--- config.mk ---
export PLATFORM = sky130hd
export DESIGN_NAME = cmd_phys_ctrl
export DESIGN_NICKNAME = d
export VERILOG_FILES = /design/src/rtl/cmd_phys_ctrl.sv
export SDC_FILE = /design/constraint.sdc
export NUM_CORES = 1
export LEC_CHECK = 0
export CORE_MARGIN = 1
export CORE_UTILIZATION = 53
export CTS_CLUSTER_DIAMETER = 80
export DETAILED_ROUTE_END_ITERATION = 10
export PLACE_DENSITY_LB_ADDON = 0.12
export SLEW_MARGIN = 20
export SYNTH_ARGS = -nofsm -noshare
export SYNTH_HDL_FRONTEND = slang
export SYNTH_SLANG_ARGS = --single-unit
--- constraint.sdc ---
create_clock -name sd_clock -period 18.1 [get_ports sd_clock]
set_input_delay 3.62 -clock sd_clock [delete_from_list [all_inputs] [get_ports sd_clock]]
set_output_delay 3.62 -clock sd_clock [all_outputs]
set_load 0.01 [all_outputs]
--- src/rtl/cmd_phys_ctrl.sv ---
// CMD-line physical sequencer: loads and shifts a command frame out through the
// serializer, then turns the line around and captures an optional card response.
module cmd_phys_ctrl #(
  parameter int FRAME_BITS   = 48,
  parameter int RESP_TIMEOUT = 64
) (
  input  logic                  sd_clock,
  input  logic                  reset,
  input  logic                  cmd_req,
  input  logic [FRAME_BITS-1:0] cmd_frame,
  input  logic [1:0]            resp_type,
  output logic                  cmd_ack,
  output logic [FRAME_BITS-1:0] ser_parallel,
  output logic                  ser_enable,
  output logic                  ser_load_send,
  input  logic                  ser_complete,
  output logic                  cmd_oe,
  input  logic                  cmd_in,
  output logic [135:0]          resp_data,
  output logic                  busy,
  output logic                  done,
  output logic [2:0]            status
);

  localparam int MAX_BITS = (FRAME_BITS > 136) ? FRAME_BITS : 136;
  localparam int BIT_W    = $clog2(MAX_BITS);
  localparam int WAIT_W   = $clog2(RESP_TIMEOUT + 1);
  localparam logic [BIT_W-1:0]  FRAME_LAST = BIT_W'(FRAME_BITS - 1);
  localparam logic [BIT_W-1:0]  SHORT_LAST = BIT_W'(46);
  localparam logic [BIT_W-1:0]  LONG_LAST  = BIT_W'(134);
  localparam logic [WAIT_W-1:0] WAIT_LAST  = WAIT_W'(RESP_TIMEOUT - 1);

  typedef enum logic [2:0] {
    S_IDLE, S_LOAD, S_SEND, S_TURN, S_NCR, S_RECV, S_DONE
  } state_t;

  state_t                state_reg, state_next;
  logic [BIT_W-1:0]      bit_cnt_reg;
  logic [WAIT_W-1:0]     wait_cnt_reg;
  logic                  sticky_reg;
  logic [1:0]            rtype_reg;
  logic [FRAME_BITS-1:0] ser_parallel_reg;
  logic [135:0]          resp_data_reg;
  logic [2:0]            status_reg;
  logic cmd_ack_reg, ser_enable_reg, ser_load_send_reg, cmd_oe_reg, busy_reg, done_reg;
  logic cmd_ack_next, ser_enable_next, ser_load_send_next, cmd_oe_next, busy_next, done_next;
  logic                  resp_en;
  logic [BIT_W-1:0]      recv_last;

  // Response length is fixed by the type latched at request time; 11 behaves as none.
  assign resp_en   = (rtype_reg == 2'b01) || (rtype_reg == 2'b10);
  assign recv_last = (rtype_reg == 2'b10) ? LONG_LAST : SHORT_LAST;

  // Outputs are registered from the next state so each is high exactly in its state.
  always_ff @(posedge sd_clock or posedge reset) begin
    if (reset) begin
      state_reg         <= S_IDLE;
      cmd_ack_reg       <= 1'b0;
      ser_enable_reg    <= 1'b0;
      ser_load_send_reg <= 1'b0;
      cmd_oe_reg        <= 1'b0;
      busy_reg          <= 1'b0;
      done_reg          <= 1'b0;
    end else begin
      state_reg         <= state_next;
      cmd_ack_reg       <= cmd_ack_next;
      ser_enable_reg    <= ser_enable_next;
      ser_load_send_reg <= ser_load_send_next;
      cmd_oe_reg        <= cmd_oe_next;
      busy_reg          <= busy_next;
      done_reg          <= done_next;
    end
  end

  always_comb begin
    state_next = state_reg;
    case (state_reg)
      S_IDLE: if (cmd_req) state_next = S_LOAD;
      S_LOAD: state_next = S_SEND;
      S_SEND: if (bit_cnt_reg == FRAME_LAST) state_next = S_TURN;
      S_TURN: state_next = resp_en ? S_NCR : S_DONE;
      S_NCR: begin
        if (!cmd_in)                        state_next = S_RECV;
        else if (wait_cnt_reg == WAIT_LAST) state_next = S_DONE;
      end
      S_RECV: if (bit_cnt_reg == recv_last) state_next = S_DONE;
      S_DONE: state_next = S_IDLE;
      default: state_next = S_IDLE;
    endcase
  end

  always_comb begin
    cmd_ack_next       = (state_next == S_LOAD);
    ser_enable_next    = (state_next == S_LOAD);
    ser_load_send_next = (state_next == S_SEND);
    cmd_oe_next        = (state_next == S_SEND) || (state_next == S_TURN);
    busy_next          = (state_next != S_IDLE);
    done_next          = (state_next == S_DONE);
  end

  always_ff @(posedge sd_clock or posedge reset) begin
    if (reset) begin
      bit_cnt_reg      <= '0;
      wait_cnt_reg     <= '0;
      sticky_reg       <= 1'b0;
      rtype_reg        <= 2'b00;
      ser_parallel_reg <= '0;
      resp_data_reg    <= '0;
      status_reg       <= 3'b000;
    end else begin
      case (state_reg)
        S_IDLE: begin
          bit_cnt_reg  <= '0;
          wait_cnt_reg <= '0;
          sticky_reg   <= 1'b0;
          if (cmd_req) begin
            ser_parallel_reg <= cmd_frame;
            rtype_reg        <= resp_type;
            resp_data_reg    <= '0;
            status_reg       <= 3'b000;
          end
        end
        S_SEND: begin
          bit_cnt_reg <= (bit_cnt_reg == FRAME_LAST) ? '0 : bit_cnt_reg + 1'b1;
          if (ser_complete) sticky_reg <= 1'b1;
        end
        S_TURN: begin
          status_reg[2] <= ~sticky_reg;
          bit_cnt_reg   <= '0;
          wait_cnt_reg  <= '0;
        end
        S_NCR: begin
          if (!cmd_in)
            resp_data_reg <= {resp_data_reg[134:0], cmd_in};
          else if (wait_cnt_reg == WAIT_LAST)
            status_reg[1] <= 1'b1;
          else
            wait_cnt_reg <= wait_cnt_reg + 1'b1;
        end
        S_RECV: begin
          resp_data_reg <= {resp_data_reg[134:0], cmd_in};
          bit_cnt_reg   <= bit_cnt_reg + 1'b1;
          if (bit_cnt_reg == recv_last) status_reg[0] <= ~cmd_in;
        end
        default: ;
      endcase
    end
  end

  assign cmd_ack       = cmd_ack_reg;
  assign ser_enable    = ser_enable_reg;
  assign ser_load_send = ser_load_send_reg;
  assign cmd_oe        = cmd_oe_reg;
  assign busy          = busy_reg;
  assign done          = done_reg;
  assign ser_parallel  = ser_parallel_reg;
  assign resp_data     = resp_data_reg;
  assign status        = status_reg;

endmodule

# Word-level counts from Yosys, hierarchy flattened

Index checks and enable logic that the tools add are counted.

Output and inout bits: 193
Bits in registers: 213
Input bits: 55
Logic and storage cells: 84

Reductions and logical operators: 19
Bitwise gates (word level): 2
Multiplexer cells: 25
$add $sub $neg: 2
Equality and inequality tests: 21

Operators by type and width:

| operator                                             | count |
|---|---|
| case mux 136 bit (3 select lines)                    | 1 |
| two-way mux 136 bit                                  | 2 |
| case mux 8 bit (3 select lines)                      | 1 |
| two-way mux 3 bit                                    | 6 |
| case mux 3 bit (6 select lines)                      | 1 |
| two-way mux 8 bit                                    | 2 |
| two-way mux 7 bit                                    | 2 |
| inequality test 2 bit (second input constant)        | 7 |
| case mux 7 bit (2 select lines)                      | 1 |
| equality test 3 x 2 -> 1 bit (second input constant) | 4 |
| nonzero test 2 bit                                   | 5 |
| equality test 3 bit (second input constant)          | 3 |
| AND reduction 3 bit                                  | 3 |
| nonzero test 3 bit                                   | 3 |
| adder 8 x 1 -> 8 bit (second input constant)         | 1 |
| equality test 8 x 6 -> 1 bit (second input constant) | 1 |
| equality test 8 bit                                  | 1 |
| case mux 1 bit (2 select lines)                      | 4 |
| adder 7 x 1 -> 7 bit (second input constant)         | 1 |
| equality test 7 x 6 -> 1 bit (second input constant) | 1 |
| equality test 3 x 1 -> 1 bit (second input constant) | 2 |
| AND reduction 2 bit                                  | 3 |
| two-way mux 1 bit                                    | 4 |
| AND reduction 4 bit                                  | 1 |
| other kinds (7)                                      | 9 |

# Depth between registers and ports, before layout

Depth in word-level cells: 7
Mapped depth: 7
Gate-level depth less buffers: 6

# Worst setup path before layout

Ideal clock, no wire load.

Kind: input to register
Start point: input cmd_in
End point: register resp_data_reg[10], in the netlist resp_data[10]
Stages: 6
Data required time: 18.021 ns
Slack: 13.350 ns
Library setup time: 0.079 ns
Path buffers: 3
Data arrival time: 4.670 ns
Cells stage by stage: a21o_1 a21oi_1 buf_2 buf_2 buf_4 mux2i_1

Cells in the longest elaborated chain, start to end: 2

RTL lines:

| element                                | RTL line | text |
|---|---|---|
| start, declared                        | 18       | `input logic cmd_in,` |
| inequality test 2 bit (no source line) | -        |  |
| AND reduction 3 bit (no source line)   | -        |  |
| end signal, assigned                   | 134      | `resp_data_reg <= {resp_data_reg[134:0], cmd_in};` |
| end signal, assigned                   | 141      | `resp_data_reg <= {resp_data_reg[134:0], cmd_in};` |
| end, declared                          | 43       | `logic [135:0] resp_data_reg;` |

Every way passes these cells.
A chain may end at the register's enable or synchronous reset.

# Final worst setup path

Start point: input cmd_in
End point: register resp_data_reg[49], in the netlist resp_data[49]

Same word-level chain as after synthesis.

==> impl_metrics.env <==
export IMPL_global_route_usage_met1=0.293
export IMPL_cpPeakStageDelay_ps=890
export IMPL_switching_share=0.210
export IMPL_peakVddDrop_uv=78.0
export IMPL_initial_utilization=0.541
export IMPL_placed_cells=1289
export IMPL_r2r_slack_ps=14980
export IMPL_tightestPinTransition_ps=1030
export IMPL_worst_hold_slack_ps=496
export IMPL_detailed_place_hpwl_um=13800
export IMPL_switching_power_mw=0.203
export IMPL_time_the_worst_path_needs_with_i_o_delays_and_setup_ps=5770
export IMPL_detailedRoute_firstPassIterationCount=4
export IMPL_vias=6679
export IMPL_post_route_period_util=0.319
export IMPL_timing_max_slew_rel_slack=0.313
export IMPL_drc=0
export IMPL_fin_setup_tns_ps=0
export IMPL_maxCapViolations=0
export IMPL_fin_area_um2=12700
export IMPL_max_clock_freq_ghz=0.173
export IMPL_cp_end_kind="flip-flop"
export IMPL_flip_flop_count_of_the_largest_register_after_layout=136
export IMPL_filler_cell_count=1274
export IMPL_timing_critical_path_cells="clkdlybuf4s50_1 > a21o_1 > a21oi_4 > buf_4 > mux2i_1"
export IMPL_power_total_mw=0.967
export IMPL_area_used_by_multi_input_combinational_logic_um2=3290
export IMPL_power_density_cell_area_nw_per_um2=76.4
export IMPL_routed_wirelength_um=20700
export IMPL_clock_insertion_delay_worst_skew_ps=500
export IMPL_die_area_um2=18200
export IMPL_result_of_the_run="completed"
export IMPL_power_leakage_nw=5.67
export IMPL_fin_skew_ps=11.6
export IMPL_seqCellArea_um2=5330
export IMPL_syn_instance_count=855
export IMPL_netlist_area_um2=9360
export IMPL_global_route_usage_met2=0.375
export IMPL_antenna_violations_before_repair=0
export IMPL_slew_viol_final=0
export IMPL_ant_nets=0
export IMPL_synth_cell_type_count=49
export IMPL_grt_util_met3=0.0709
export IMPL_post_route_util=0.732
export IMPL_ys_flop_type="dfrtp_1"
export IMPL_syn_warnings=0
export IMPL_setup_viol=0
export IMPL_gp_routability_congestion=0.778
export IMPL_grt_usage=0.227
export IMPL_first_global_vias=6638
export IMPL_layout_area_overhead_vs_synth_pct=35.3
export IMPL_port_buffers=247
export IMPL_postCtsSetupBuffers=0
export IMPL_register_area_share_after_synthesis=0.570
export IMPL_clkPwrFrac=0.454
export IMPL_arrival_ps=6170
export IMPL_timing_worst_setup_path_type="input pin to flip-flop"
export IMPL_routedWlPerCell_um=15.6
export IMPL_core_area_um2=17300
export IMPL_insertedDiodeCount=0
export IMPL_synth_top_area_frac=0.570
export IMPL_per_instance_average_area_after_synthesis_um2=10.9
export IMPL_cts_htree_levels=1
export IMPL_synth_edff_count=0
export IMPL_required_ps=18500
export IMPL_post_layout_nonfiller_instances=1325
export IMPL_grt_overflow=0
export IMPL_place_ws_ps=11860
export IMPL_postSynthNetCount=914
export IMPL_crit_path_max_fanout=63
export IMPL_synth_area_top_cells="dfrtp_1 57%, mux2i_1 15%, nand2_1 5.8%"
export IMPL_avgViaCountPerCell=5.04
export IMPL_ff_latch_count_synth=213
export IMPL_power_share_combinational=0.044
export IMPL_postCtsResizedCells=0
export IMPL_share_seq_of_total_power=0.502
export IMPL_final_hold_viol_count=0
export IMPL_cts_tree="built"
export IMPL_ctsHoldBuffers=0
export IMPL_cts_sinks=213
export IMPL_crit_path_start_kind="input pin"
export IMPL_rsz0062_at_grt="no"
export IMPL_row_count=48
export IMPL_internal_power_mw=0.764
export IMPL_synth_largest_area_cell="dfrtp_1"
export IMPL_fp_dieH_um=135
export IMPL_ioPinCount=248
export IMPL_nets=1148
export IMPL_drt_first_iter_violations=312
export IMPL_async_flop_share=1.00
export IMPL_grt_first_pass_wirelength_um=33200
export IMPL_critPathSlowestCell="buf_4"
export IMPL_die_width_um=135
export IMPL_clock_tree_root_cell="clkbuf_16"
export IMPL_place_area_um2=12000
export IMPL_clock_tree_buffer_depth=3
export IMPL_clk_transition_reported_paths_ps=60
export IMPL_grt_max_degree=141
export IMPL_top_usage_layer="met2"
export IMPL_cts_made_buffers=23
export IMPL_classification_of_the_worst_slack_hold_path="flip-flop to flip-flop"
export IMPL_drive_gt1_frac=0.0864
export IMPL_setup_ws_ps=12330
-- critical path, delay by kind of cell --
family | cells | cell delay, ps
compound gates | 2 | 780
buf+inv | 2 | 1400
mux | 1 | 300
-- metal layers --
layer  vias to the layer above  wire length, um
met5                         -                0
met4                         0              361
met3                        28             1770
met2                       200             9900
met1                      3236             8670
li1                       3215                -
-- layout make-up --
type / instances / area share
clock buffers: 29 / 0.0496
well taps: 225 / 0.0222
clock inverters: 7 / 0.00524
inverters: 143 / 0.0430
flip-flops and latches: 213 / 0.421
repair buffers: 254 / 0.199
multi-input cells: 454 / 0.260
-- cells in the mapped netlist, drive strengths merged, types with 2 or more instances --
master and instances:
dfrtp 213, nand2 145, inv 143, mux2i 136, mux2 51, buf 29, nor2 22, a21oi 17
clkbuf 16, o21ai 10, nand2b 7, nand3 6, ha 4, nand3b 4, a211oi 3, a31oi 3
and3 3, nor3 3, or3 3, xnor2 3, xor2 3, a221o 2, and2 2, nor2b 2
nor4bb 2, o211ai 2, o221ai 2, o22ai 2, o31ai 2, or4 2
-- cell families (layout without fill, tap and decap cells) --
logic type               count (synthesis)  in the layout  share of synthesized area
AO/OA/AOI/OAI                           52             52                     0.0362
XOR/XNOR                                 6              6                    0.00562
multiplexers                           187            187                      0.207
flip-flops                             213            213                      0.570
adder cells (fa/ha/maj)                  4              4                    0.00535
buffers and inverters                  188            433                     0.0818
AND/OR/NAND/NOR                        205            205                     0.0943
-- power by group through the flow --
| stage | registers (mW) | logic, mW | clock network (mW) |
|---|---|---|---|
| finish | 0.485 | 0.0430 | 0.439 |
| floorplan | 0.496 | 0.0130 | 0 |
| global route | 0.486 | 0.0471 | 0.467 |
| global placement | 0.494 | 0.0436 | 0 |
| detailed placement | 0.494 | 0.0440 | 0 |
| CTS | 0.485 | 0.0443 | 0.450 |
-- placed cells by master (no fill, tap or decap), drive strengths merged, types with 3 or more instances in the layout --
master and count:
and3 3, nand2b 7, nand2 145, clkinv 5, nor3 3, nand3 6, buf 7, ha 4
or3 3, o21ai 10, xnor2 3, nor2 22, clkbuf 29, nand3b 4, mux2i 136, clkdlybuf4s50 247
xor2 3, dfrtp 213, a21oi 17, mux2 51, inv 144, a31oi 3, a211oi 3
-- final timing paths --
check / start / to / cells past startpoint
setup / recovery: cmd_in / resp_data[49] / 5
hold / removal: ser_parallel[5] / ser_parallel[5] / 1
setup reg to reg: state_reg[0] / resp_data[49] / 5
hold reg to reg: ser_parallel[5] / ser_parallel[5] / 1
max in group asynchronous: reset / resp_data[51] / 3
min in group asynchronous: reset / busy / 2
No activity file was read; power rests on OpenSTA's default activity.
